==> src/rtl/if_prefetch_queue.sv <==
// Instruction prefetch queue: DEPTH-entry {addr, inst} FIFO feeding a registered IF/ID stage,
// with valid/ready fetch handshake, flush, empty-queue bypass and fill-level reporting.
module if_prefetch_queue #(
   parameter int unsigned                  InstDataBus = 32,
   parameter int unsigned                  InstAddrBus = 32,
   parameter int unsigned                  HoldFlagBus = 3,
   parameter int unsigned                  Depth       = 4,
   parameter logic [HoldFlagBus-1:0]       IfHoldLevel = 3'd1,
   parameter logic [InstDataBus-1:0]       NopInst     = 32'h00000001
) (
   input  logic                            i_clk,
   input  logic                            i_rst_n,
   input  logic                            i_fetch_valid,
   input  logic [InstDataBus-1:0]          i_fetch_data,
   input  logic [InstAddrBus-1:0]          i_fetch_addr,
   output logic                            o_fetch_ready,
   input  logic [HoldFlagBus-1:0]          i_hold_flag,
   input  logic                            i_flush,
   output logic                            o_inst_valid,
   output logic [InstDataBus-1:0]          o_inst_data,
   output logic [InstAddrBus-1:0]          o_inst_addr,
   output logic [$clog2(Depth):0]          o_level
);

   localparam int unsigned PtrW = $clog2(Depth);
   localparam int unsigned CntW = PtrW + 1;
   localparam int unsigned EntW = InstAddrBus + InstDataBus;
   localparam logic [CntW-1:0] FullCnt = CntW'(Depth);

   logic [EntW-1:0]        mem_q [Depth];
   logic [PtrW-1:0]        rd_ptr_q, rd_ptr_d;
   logic [PtrW-1:0]        wr_ptr_q, wr_ptr_d;
   logic [CntW-1:0]        count_q, count_d;
   logic                   valid_q, valid_d;
   logic [InstDataBus-1:0] data_q, data_d;
   logic [InstAddrBus-1:0] addr_q, addr_d;

   logic                   hold_en;
   logic                   push;
   logic                   pop;
   logic                   wr_en;
   logic [InstAddrBus-1:0] head_addr;
   logic [InstDataBus-1:0] head_data;

   // Ready depends only on registered occupancy, so a full queue refuses even while popping.
   assign o_fetch_ready = (count_q != FullCnt);
   assign hold_en       = (i_hold_flag >= IfHoldLevel);
   assign push          = i_fetch_valid & o_fetch_ready & ~i_flush;
   assign {head_addr, head_data} = mem_q[rd_ptr_q];

   always_comb begin
      count_d  = count_q;
      rd_ptr_d = rd_ptr_q;
      wr_ptr_d = wr_ptr_q;
      valid_d  = valid_q;
      data_d   = data_q;
      addr_d   = addr_q;
      pop      = 1'b0;
      wr_en    = 1'b0;
      if (i_flush) begin
         count_d  = '0;
         rd_ptr_d = '0;
         wr_ptr_d = '0;
         valid_d  = 1'b0;
         data_d   = NopInst;
         addr_d   = '0;
      end else begin
         // A push goes to the FIFO unless it can bypass straight into the empty output stage.
         wr_en = push & (hold_en | (count_q != '0));
         if (!hold_en) begin
            if (count_q != '0) begin
               pop      = 1'b1;
               valid_d  = 1'b1;
               data_d   = head_data;
               addr_d   = head_addr;
               rd_ptr_d = rd_ptr_q + PtrW'(1);
            end else if (push) begin
               valid_d = 1'b1;
               data_d  = i_fetch_data;
               addr_d  = i_fetch_addr;
            end else begin
               valid_d = 1'b0;
               data_d  = NopInst;
               addr_d  = '0;
            end
         end
         if (wr_en) begin
            wr_ptr_d = wr_ptr_q + PtrW'(1);
         end
         count_d = count_q + CntW'(wr_en) - CntW'(pop);
      end
   end

   always_ff @(posedge i_clk or negedge i_rst_n) begin
      if (!i_rst_n) begin
         count_q  <= '0;
         rd_ptr_q <= '0;
         wr_ptr_q <= '0;
         valid_q  <= 1'b0;
         data_q   <= NopInst;
         addr_q   <= '0;
      end else begin
         count_q  <= count_d;
         rd_ptr_q <= rd_ptr_d;
         wr_ptr_q <= wr_ptr_d;
         valid_q  <= valid_d;
         data_q   <= data_d;
         addr_q   <= addr_d;
      end
   end

   // Storage needs no reset: entries are only read once count_q marks them written.
   always_ff @(posedge i_clk) begin
      if (wr_en) begin
         mem_q[wr_ptr_q] <= {i_fetch_addr, i_fetch_data};
      end
   end

   assign o_inst_valid = valid_q;
   assign o_inst_data  = data_q;
   assign o_inst_addr  = addr_q;
   assign o_level      = count_q;

endmodule

==> config.mk <==
export PLATFORM = sky130hd
export DESIGN_NAME = if_prefetch_queue
export DESIGN_NICKNAME = d
export VERILOG_FILES = /design/src/rtl/if_prefetch_queue.sv
export SDC_FILE = /design/constraint.sdc
export NUM_CORES = 1
export LEC_CHECK = 0
export ABC_AREA = 1
export CORE_UTILIZATION = 42
export DETAILED_ROUTE_END_ITERATION = 8
export GPL_TIMING_DRIVEN = 0
export SETUP_SLACK_MARGIN = 0.02
export SLEW_MARGIN = 15
export SYNTH_ARGS = -nofsm -noshare
export SYNTH_HDL_FRONTEND = slang
export SYNTH_SLANG_ARGS = --single-unit
==> constraint.sdc <==
create_clock -name i_clk -period 5.8 [get_ports i_clk]
set_input_delay 0.58 -clock i_clk [delete_from_list [all_inputs] [get_ports i_clk]]
set_output_delay 0.58 -clock i_clk [all_outputs]
set_load 0.01 [all_outputs]
==> summary.md, run 1 <==
| Metric | Value |
|---|---|
| Number of flops mapped to enable cells by yosys | `256` |
| Number of buffers created by CTS | `36` |
| Buffer count from post-CTS setup fixing | `0` |
| Top FF cell, synth | `sky130_fd_sc_hd__edfxtp_1` |
| Switching component of the power | `1.66 mW` |
| Clock slew at reported path FFs | `0.06 ns` |
| Finished Core Util | `0.537` |
| Category of the most critical setup path | `in2reg` |
| Routability congestion estimate from global placement | `0.794` |
| Number of buffers and inverters on the critical path | `5` |
| Count of warnings emitted by yosys | `0` |
| Aggregate negative setup slack | `0 ns` |
| Overall power consumption | `6.04 mW` |
| Clock Skews | `0.00929 ns` |
| Reg2Reg Capture Point | `mem_q[1][2]$_DFFE_PP_` |
| Critical path fanouts, max | `20` |
| Cells traversed along the worst timing path | `clkdlybuf4s50_1 -> nor2_2 -> buf_4 -> nand2_1 -> o21bai_4 -> nor2_4 -> buf_12 -> buf_16 -> buf_16` |
| Flip-flop and latch area | `9490 um^2` |
| Total stage count of the critical path | `9` |
| TritonCTS clock tree | `done` |
| Final Hold Fails | `0` |
| Worst Max-Slew Pin Slew | `0.683 ns` |
| Arrival time reported for the critical path endpoint | `3.16 ns` |
| Peak supply drop | `0.000209 V` |
| Area used by multi-input combinational logic | `3650 um^2` |
| Worst setup SP type | `input port` |
| Final slew viol count | `0` |
| Endpoints failing setup | `0` |
| Required time at the endpoint of the critical path | `6.01 ns` |
| Worst reg2reg path depth | `9` |
| Root buffer cell | `sky130_fd_sc_hd__clkbuf_16` |
| Launching instance or port of the critical path | `i_flush` |
| Period utilization | `0.509` |
| Post-synth ARST share | `0.220` |
| Highest cell delay on the worst timing path | `0.58 ns` |
| Gates resized, CTS repair | `0` |
| DRT antenna net count | `0` |
| Setup repair after global routing missed its margin | `no` |
| CTS max path bufs | `3` |
| Static Leakage | `6.82 nW` |
| Post-Synthesis Cells | `1281` |
| Critical Path Sink Type | `flip-flop` |
| Clock latency of the later-clocked register in the worst-skew pair | `0.51 ns` |
| Vertical extent of the die | `182 um` |
| Fill cell count | `2709` |
| Total length of routed wires | `34.7 mm` |
| Combinational power share | `0.182` |
| Global-route usage over all layers | `0.215` |
| Wire length of the first global-routing pass | `54.4 mm` |
| Post-CTS Hold Buffers | `0` |
| NumNets Final | `1549` |
| Average size of a mapped cell | `10.7 um^2` |
| Count of maximum capacitance violations | `0` |
| Cell area after technology mapping | `13700 um^2` |
| Antenna Diode Count | `0` |
| Post-route cell area | `17100 um^2` |
| WL per Instance | `17.9 um` |
| Synthesized net count | `1359` |
| Endpoint of the most critical setup path | `mem_q[1][2]$_DFFE_PP_` |
| Result of the run | `finished, final reports clean` |
| Most common library cell in the layout ignoring fill and taps | `sky130_fd_sc_hd__nand2_1` |
| # rows | `65` |
| Portion of total power attributed to sequential cells | `0.455` |
| Final routed DRC violation total | `0` |
| DRT Pass-1 Iters | `5` |
| Share of layout cells above drive strength 1 | `0.106` |
| Die span in x | `182 um` |
| Half-perimeter wire length of the detailed placement result | `22.5 mm` |
| FF-to-FF Start | `o_level[1]$_DFF_PN0_` |
| Detailed-route vias per instance | `4.96` |
| Buffers on Ports | `139` |
| Net switching share of the total power | `0.275` |
| Critical path's slowest cell | `sky130_fd_sc_hd__clkdlybuf4s50_1` |
| # clock sinks | `328` |
| Initial antenna violation count | `1` |
| Floorplan die area | `33300 um^2` |
| Core box area | `31800 um^2` |
| Depth of the CTS H-tree | `2` |
| Number of global-route vias before repair | `9549` |
| Area growth from synthesis to layout | `24.9%` |
| Synth cell types | `25` |
| Power per cell area | `353 nW/um^2` |
| Pin count of the biggest net entering global routing | `41` |
| Top achievable clock speed | `339 MHz` |
| Int Power | `4.38 mW` |
| Placement-stage cell area | `15900 um^2` |
| Cell family with most CP delay | `buffers and inverters` |
| Number of vias after detailed routing | `9583` |
| Min-delay worst type | `in2async` |
| Sequential area share after synthesis | `0.694` |
| Final global-route overflow total | `0` |
| Total of flip-flops plus latches after synthesis | `328` |
| Initial Util | `0.430` |
| Fraction of power consumed by the clock network | `0.364` |
| Number of I/O pins | `140` |
| Worst reg2reg setup slack | `2.98 ns` |
| Initial DRC Count | `701` |
| Remaining max-slew budget at the tightest pin | `0.543` |
| Most frequent cells in the layout | `sky130_fd_sc_hd__nand2_1 (535), sky130_fd_sc_hd__edfxtp_1 (256), sky130_fd_sc_hd__nand3_1 (158)` |
| Most used cell, CP | `sky130_fd_sc_hd__buf_16` |
| Clock period minus final worst setup slack | `2.95 ns` |
cells in the mapped netlist, drive strengths merged (6+ instances only):
master  number  share of area
buf         67          0.032
ha           6         0.0055
inv         26         0.0071
nor2        87          0.027
edfxtp     256           0.56
a21oi       31          0.011
nand2      537           0.15
clkbuf       8         0.0022
o21ai       29          0.011
dfrtp       71           0.13
nand3      158          0.058
per-stage QoR:
stage,setup WS [ns],hold slack [ns],cells
6_report,2.85,0.0215,1932
5_1_grt,2.68,0.0486,1932
4_1_cts,2.83,0.0257,1932
3_5_place_dp,2.30,0.465,1868
3_3_place_gp,-1.66,0.462,1855
2_1_floorplan,1.52,0.284,1281
worst register-to-register path, cell delays in order (launching register included):
cell,delay (ns)
sky130_fd_sc_hd__dfrtp_1,0.43
sky130_fd_sc_hd__nor2_2,0.08
sky130_fd_sc_hd__nand2_1,0.17
sky130_fd_sc_hd__buf_2,0.29
sky130_fd_sc_hd__nand2_1,0.10
sky130_fd_sc_hd__o21bai_4,0.25
sky130_fd_sc_hd__nor2_4,0.56
sky130_fd_sc_hd__buf_12,0.27
sky130_fd_sc_hd__buf_16,0.19
sky130_fd_sc_hd__buf_16,0.18
power by group through the flow:
| stage | Sequential [mW] | Combinational [mW] | Clock (mW) |
|---|---|---|---|
| 4_1_cts | 2.74 | 1.10 | 2.24 |
| 5_1_grt | 2.76 | 1.22 | 2.32 |
| 3_3_place_gp | 2.81 | 1.04 | 0 |
| 3_5_place_dp | 2.79 | 1.10 | 0 |
| 2_1_floorplan | 2.81 | 0.601 | 0 |
| 6_report | 2.74 | 1.10 | 2.20 |
layout make-up:
class                           instances  share of cell area
Buffer                                 75              0.0272
Clock buffer                           50              0.0588
Clock inverter                         14             0.00718
Inverter                               26             0.00572
Multi-Input combinational cell        852               0.214
Sequential cell                       328               0.556
Tap cell                              435              0.0319
Timing Repair Buffer                  152              0.0997
metal layers:
metal	GRT usage	vias to the layer above	routed length (um)
li1	-	4661	-
met1	0.289	4579	15200
met2	0.361	283	16900
met3	0.0319	58	1940
met4	0.0635	2	590
met5	0	-	11
registers in the layout, summed over array words and instances (netlist names):
name          cells
o_inst_valid      1
mem_q           256
rd_ptr_q          2
o_inst_addr      32
o_inst_data      32
wr_ptr_q          2
o_level           3
cells by family (layout without fill, tap and decap cells):
group,Yosys count,in the layout,synth area share
and+or+nand+nor,784,784,0.234
DFF,328,328,0.694
buffers and inverters,101,317,0.0411
AOI/OAI and AO/OA,61,61,0.0242
adders and majority gates,7,7,0.00696
how the worst min path moves through the flow:
stage / from / slack, ns / end / cells past startpoint
3_5_place_dp: o_inst_data[11]$_DFFE_PN0P_ / 0.46 / o_inst_data[11]$_DFFE_PN0P_ / 2
5_1_grt: i_rst_n / 0.05 / o_inst_data[3]$_DFFE_PN0P_ / 1
6_report: i_rst_n / 0.02 / o_inst_data[3]$_DFFE_PN0P_ / 1
4_1_cts: i_rst_n / 0.03 / o_inst_data[4]$_DFFE_PN0P_ / 1
3_3_place_gp: o_inst_data[8]$_DFFE_PN0P_ / 0.46 / o_inst_data[8]$_DFFE_PN0P_ / 2
2_1_floorplan: i_rst_n / 0.28 / o_inst_addr[0]$_DFFE_PN0P_ / 0
No activity file was read; power rests on OpenSTA's default activity.
==> run 2, diff against run 1 <==
- clock period: 5.8 -> 2.43 ns (I/O delays scaled with it)
==> summary.md, run 2 (same netlist as run 1, synthesis figures left out) <==
| Metric | Value |
|---|---|
| Wire length of the first global-routing pass | `53.9 mm` |
| Hold Worst Slack | `0.250 ns` |
| Switching component of the power | `3.99 mW` |
| Share of layout cells above drive strength 1 | `0.115` |
| Period utilization | `0.956` |
| Net switching share of the total power | `0.273` |
| Remaining max-slew budget at the tightest pin | `0.602` |
| Number of buffers and inverters on the critical path | `8` |
| Clock slew at reported path FFs | `0.06 ns` |
| # rows | `65` |
| CTS max path bufs | `3` |
| Buffers on Ports | `139` |
| Vertical extent of the die | `182 um` |
| Worst reg2reg setup slack | `0.11 ns` |
| DRT antenna net count | `0` |
| Area growth from synthesis to layout | `26.6%` |
| Post-route cell area | `17300 um^2` |
| Final slew viol count | `0` |
| Min-delay worst type | `in2async` |
| FF-to-FF Start | `o_level[2]$_DFF_PN0_` |
| Root buffer cell | `sky130_fd_sc_hd__clkbuf_16` |
| Category of the most critical setup path | `in2reg` |
| Most used cell, CP | `sky130_fd_sc_hd__buf_16` |
| Total length of routed wires | `34.5 mm` |
| Result of the run | `finished, final reports clean` |
| DRT Pass-1 Iters | `5` |
| Critical path fanouts, max | `15` |
| Worst setup SP type | `input port` |
| Critical path's slowest cell | `sky130_fd_sc_hd__clkdlybuf4s50_1` |
| Combinational power share | `0.186` |
| Half-perimeter wire length of the detailed placement result | `22.5 mm` |
| Number of global-route vias before repair | `9498` |
| Endpoints failing setup | `0` |
| Portion of total power attributed to sequential cells | `0.448` |
| Highest cell delay on the worst timing path | `0.56 ns` |
| Placement-stage cell area | `16000 um^2` |
| # clock sinks | `328` |
| Int Power | `10.6 mW` |
| Launching instance or port of the critical path | `i_fetch_valid` |
| Antenna Diode Count | `0` |
| Global-route usage over all layers | `0.212` |
| Power per cell area | `844 nW/um^2` |
| TritonCTS clock tree | `done` |
| Final global-route overflow total | `0` |
| Arrival time reported for the critical path endpoint | `2.53 ns` |
| Worst Max-Slew Pin Slew | `0.597 ns` |
| Pin count of the biggest net entering global routing | `40` |
| Overall power consumption | `14.6 mW` |
| WL per Instance | `17.7 um` |
| Routability congestion estimate from global placement | `0.778` |
| Final routed DRC violation total | `0` |
| Peak supply drop | `0.000443 V` |
| Clock latency of the later-clocked register in the worst-skew pair | `0.50 ns` |
| Required time at the endpoint of the critical path | `2.64 ns` |
| Final Hold Fails | `0` |
| Clock period minus final worst setup slack | `2.32 ns` |
| Initial Util | `0.430` |
| Top achievable clock speed | `431 MHz` |
| Cell family with most CP delay | `buffers and inverters` |
| Cells traversed along the worst timing path | `clkdlybuf4s50_1 -> inv_1 -> nor2_2 -> buf_6 -> nand2_1 -> o21bai_4 -> buf_4 -> nor2_4 -> buf_16 -> buf_16 -> buf_16 -> buf_16` |
| Top register by number of flip-flops | `mem_q` |
| Core box area | `31800 um^2` |
| Critical Path Sink Type | `flip-flop` |
| Number of vias after detailed routing | `9605` |
| Depth of the CTS H-tree | `2` |
| Setup repair after global routing missed its margin | `no` |
| Number of buffers created by CTS | `36` |
| Most frequent cells in the layout | `sky130_fd_sc_hd__nand2_1 (534), sky130_fd_sc_hd__edfxtp_1 (256), sky130_fd_sc_hd__nand3_1 (158)` |
| Die span in x | `182 um` |
| Number of I/O pins | `140` |
| Initial DRC Count | `717` |
| Floorplan die area | `33300 um^2` |
| Static Leakage | `6.94 nW` |
| Fill cell count | `2711` |
| NumNets Final | `1563` |
| Most common library cell in the layout ignoring fill and taps | `sky130_fd_sc_hd__nand2_1` |
| Initial antenna violation count | `1` |
| Clock Skews | `0.00989 ns` |
| Detailed-route vias per instance | `4.94` |
| Fraction of power consumed by the clock network | `0.366` |
| Count of maximum capacitance violations | `0` |
| Number of flip-flops under the largest register name | `256` |
-- run 2: changes by cell type in the layout (fill, tap and decap cells not counted), sizes merged --
| cell | delta |
|---|---|
| buf | +13 |
| bufinv | +2 |
| clkbuf | -5 |
| clkdlybuf4s50 | -1 |
| clkinv | +3 |
| dlygate4sd2 | +1 |
| dlygate4sd3 | +1 |
-- run 2: power by group through the flow --
stage / logic [mW] / registers (mW) / clock network, mW
4_1_cts: 2.71 / 6.55 / 5.44
6_report: 2.72 / 6.55 / 5.35
3_5_place_dp: 2.65 / 6.66 / 0
3_3_place_gp: 2.52 / 6.67 / 0
2_1_floorplan: 1.46 / 6.69 / 0
5_1_grt: 3.01 / 6.58 / 5.67
-- run 2: repair_timing --
| action | 4_1_cts | 5_1_grt |
|---|---|---|
| endpoints found under the hold margin | 33 | 0 |
| pin swaps | 3 | 5 |
| resized for setup | 7 | 4 |
| hold buffers | 1 | 0 |
| cloned | 0 | 0 |
| setup endpoints to repair | 108 | 49 |
| buffers inserted | 5 | 7 |
-- run 2: per-stage QoR --
stage	setup slack, ns	std cells	utilization	TNS (ns)
after detailed placement	-0.773	1869	0.504	-99.37
after CTS	0.0296	1939	0.542	0
after floorplan	0.0248	1281	-	0
final	0.108	1946	0.544	0
after global placement	-2.30	1855	0.492	-500.63
after global routing	0.00132	1946	0.544	0
-- run 2: final cells by class --
cell class | count | area [um^2] | share of cell area
timing repair buffer | 166 | 1870 | 0.108
buffer | 75 | 478 | 0.0276
tap | 435 | 544 | 0.0314
sequential | 328 | 9490 | 0.548
multi-input combinational | 852 | 3690 | 0.213
clock inverter | 19 | 193 | 0.0111
inverter | 26 | 97.6 | 0.00564
clock buffer | 45 | 956 | 0.0552
-- run 2: path summary, 6_finish.rpt --
path | end | cells past startpoint
max in group asynchronous | o_inst_data[0]$_DFFE_PN1P_ | 3
min in group i_clk | o_level[0]$_DFF_PN0_ | 2
worst max-delay path | mem_q[3][59]$_DFFE_PP_ | 12
worst max register to register | mem_q[3][59]$_DFFE_PP_ | 10
worst min-delay path | o_inst_data[2]$_DFFE_PN0P_ | 2
worst min register to register | o_inst_data[16]$_DFFE_PN0P_ | 2
-- run 2: per-layer routing --
| layer | GRT usage | share of wire |
|---|---|---|
| met1 | 0.288 | 0.45 |
| met2 | 0.355 | 0.48 |
| met3 | 0.0317 | 0.053 |
| met4 | 0.0578 | 0.019 |
| met5 | 0 | 0.00035 |
==> run 3, diff against run 2 <==
- PLACE_DENSITY: not set -> 0.69
==> summary.md, run 3 (same netlist as run 1, synthesis figures left out) <==
| Metric | Value |
|---|---|
| Result of the run | `finished, final reports clean` |
| Share of layout cells above drive strength 1 | `0.111` |
| Global-route usage over all layers | `0.209` |
| Final global-route overflow total | `0` |
| Die span in x | `182 um` |
| Floorplan die area | `33300 um^2` |
| WL per Instance | `17.9 um` |
| Overall power consumption | `14.3 mW` |
| Worst Max-Slew Pin Slew | `0.836 ns` |
| Net switching share of the total power | `0.280` |
| Number of global-route vias before repair | `9391` |
| Arrival time reported for the critical path endpoint | `2.79 ns` |
| Pin count of the biggest net entering global routing | `43` |
| CTS max path bufs | `3` |
| Power per cell area | `838 nW/um^2` |
| Remaining max-slew budget at the tightest pin | `0.441` |
| Required time at the endpoint of the critical path | `2.85 ns` |
| Routability congestion estimate from global placement | `0.788` |
| Buffers on Ports | `139` |
| Final routed DRC violation total | `0` |
| DRT Pass-1 Iters | `6` |
| Initial antenna violation count | `4` |
| Critical Path Sink Type | `flip-flop` |
| Inst Count DP | `1865` |
| Most frequent cells in the layout | `sky130_fd_sc_hd__nand2_1 (534), sky130_fd_sc_hd__edfxtp_1 (256), sky130_fd_sc_hd__nand3_1 (158)` |
| Depth of the CTS H-tree | `2` |
| Wire length of the first global-routing pass | `53.1 mm` |
| Critical path fanouts, max | `10` |
| Int Power | `10.3 mW` |
| Peak supply drop | `0.000528 V` |
| Min-delay worst type | `in2reg` |
| Number of buffers created by CTS | `35` |
| Initial Util | `0.430` |
| # rows | `65` |
| Fraction of power consumed by the clock network | `0.355` |
| # clock sinks | `328` |
| Category of the most critical setup path | `reg2reg` |
| Static Leakage | `6.81 nW` |
| Final Hold Fails | `0` |
| Final instance count without filler cells | `1937` |
| Top register by number of flip-flops | `mem_q` |
| Finished Core Util | `0.536` |
| Aggregate negative setup slack | `0 ns` |
| Clock latency of the later-clocked register in the worst-skew pair | `0.51 ns` |
| Root buffer cell | `sky130_fd_sc_hd__clkbuf_16` |
| NumNets Final | `1554` |
| Core box area | `31800 um^2` |
| Clock period minus final worst setup slack | `2.37 ns` |
| Number of I/O pins | `140` |
| DRT antenna net count | `0` |
| Count of maximum capacitance violations | `0` |
| Setup repair after global routing missed its margin | `yes` |
| Detailed-route vias per instance | `5.05` |
| Combinational power share | `0.187` |
| Vertical extent of the die | `182 um` |
| Switching component of the power | `4.00 mW` |
| Portion of total power attributed to sequential cells | `0.459` |
| Fill cell count | `2656` |
| Top achievable clock speed | `422 MHz` |
| Worst setup SP type | `flip-flop` |
| TritonCTS clock tree | `done` |
| Number of flip-flops under the largest register name | `256` |
| Final slew viol count | `0` |
| Area growth from synthesis to layout | `24.6%` |
| Period utilization | `0.976` |
| Total length of routed wires | `34.7 mm` |
| Clock Skews | `0.0144 ns` |
| Half-perimeter wire length of the detailed placement result | `22.1 mm` |
| Endpoints failing setup | `0` |
| Most common library cell in the layout ignoring fill and taps | `sky130_fd_sc_hd__nand2_1` |
| Number of vias after detailed routing | `9783` |
| Clock slew at reported path FFs | `0.06 ns` |
| Initial DRC Count | `861` |
## run 3: power by group through the flow
stage | logic (mW) | registers, mW | clock network (mW)
2_1_floorplan | 1.46 | 6.69 | 0
3_3_place_gp | 2.47 | 6.67 | 0
3_5_place_dp | 2.58 | 6.66 | 0
4_1_cts | 2.66 | 6.55 | 5.13
5_1_grt | 2.94 | 6.58 | 5.35
6_report | 2.67 | 6.55 | 5.07
## run 3: critical path, stage by stage, from the launching register on
cell	delay, ns
sky130_fd_sc_hd__dfrtp_2	0.42
sky130_fd_sc_hd__nor2_4	0.17
sky130_fd_sc_hd__nand2_4	0.10
sky130_fd_sc_hd__buf_6	0.16
sky130_fd_sc_hd__nand2_1	0.08
sky130_fd_sc_hd__o21bai_4	0.16
sky130_fd_sc_hd__ha_1	0.26
sky130_fd_sc_hd__inv_1	0.06
sky130_fd_sc_hd__ha_1	0.13
sky130_fd_sc_hd__inv_1	0.05
sky130_fd_sc_hd__fa_1	0.41
sky130_fd_sc_hd__and3_1	0.19
sky130_fd_sc_hd__nor3_2	0.11
## run 3: path summary, 6_finish.rpt
path | slack, ns | cells past startpoint | from | end
worst max-delay path | 0.06 | 12 | o_level[1]$_DFF_PN0_ | o_level[2]$_DFF_PN0_
worst min-delay path | 0.26 | 2 | i_flush | o_level[1]$_DFF_PN0_
worst max register to register | 0.06 | 12 | o_level[1]$_DFF_PN0_ | o_level[2]$_DFF_PN0_
worst min register to register | 0.48 | 2 | o_inst_data[14]$_DFFE_PN0P_ | o_inst_data[14]$_DFFE_PN0P_
max in group asynchronous | 1.43 | 3 | i_rst_n | o_inst_data[0]$_DFFE_PN1P_
min in group asynchronous | 0.31 | 2 | i_rst_n | o_inst_data[9]$_DFFE_PN0P_
## run 3: per-stage QoR
| stage | hold WS [ns] | setup slack, ns | instance area, um^2 |
|---|---|---|---|
| 4_1_cts | 0.248 | 0.0221 | 17000 |
| 3_5_place_dp | 0.310 | -0.711 | 15900 |
| 6_report | 0.265 | 0.0580 | 17000 |
| 2_1_floorplan | -0.0526 | 0.0248 | 13700 |
| 5_1_grt | 0.308 | -0.0840 | 17000 |
| 3_3_place_gp | 0.462 | -2.30 | 15600 |
## run 3: area by class of cell
type | instances | area [um^2] | area share
plain buffers | 75 | 474 | 0.0278
diodes | 1 | 2.50 | 0.000147
multi-input cells | 854 | 3680 | 0.216
clock inverters | 13 | 103 | 0.00602
inverters | 26 | 97.6 | 0.00573
clock buffers | 49 | 978 | 0.0574
repair buffers | 156 | 1670 | 0.0977
well taps | 435 | 544 | 0.0319
flip-flops and latches | 328 | 9490 | 0.557
## run 3: what timing repair did
| action | CTS | global route |
|---|---|---|
| endpoints found under the setup margin | 159 | 46 |
| pin swaps | 3 | 1 |
| cloned | 1 | 1 |
| gates resized for setup | 7 | 1 |
| setup buffers | 6 | 0 |
| hold buffers | 1 | 0 |
| endpoints found under the hold margin | 41 | 0 |
## run 3: routing by layer
metal	track usage	wire [um]
met1	0.288	14800
met2	0.338	16500
met3	0.0395	2810
met4	0.0578	659
met5	0	34
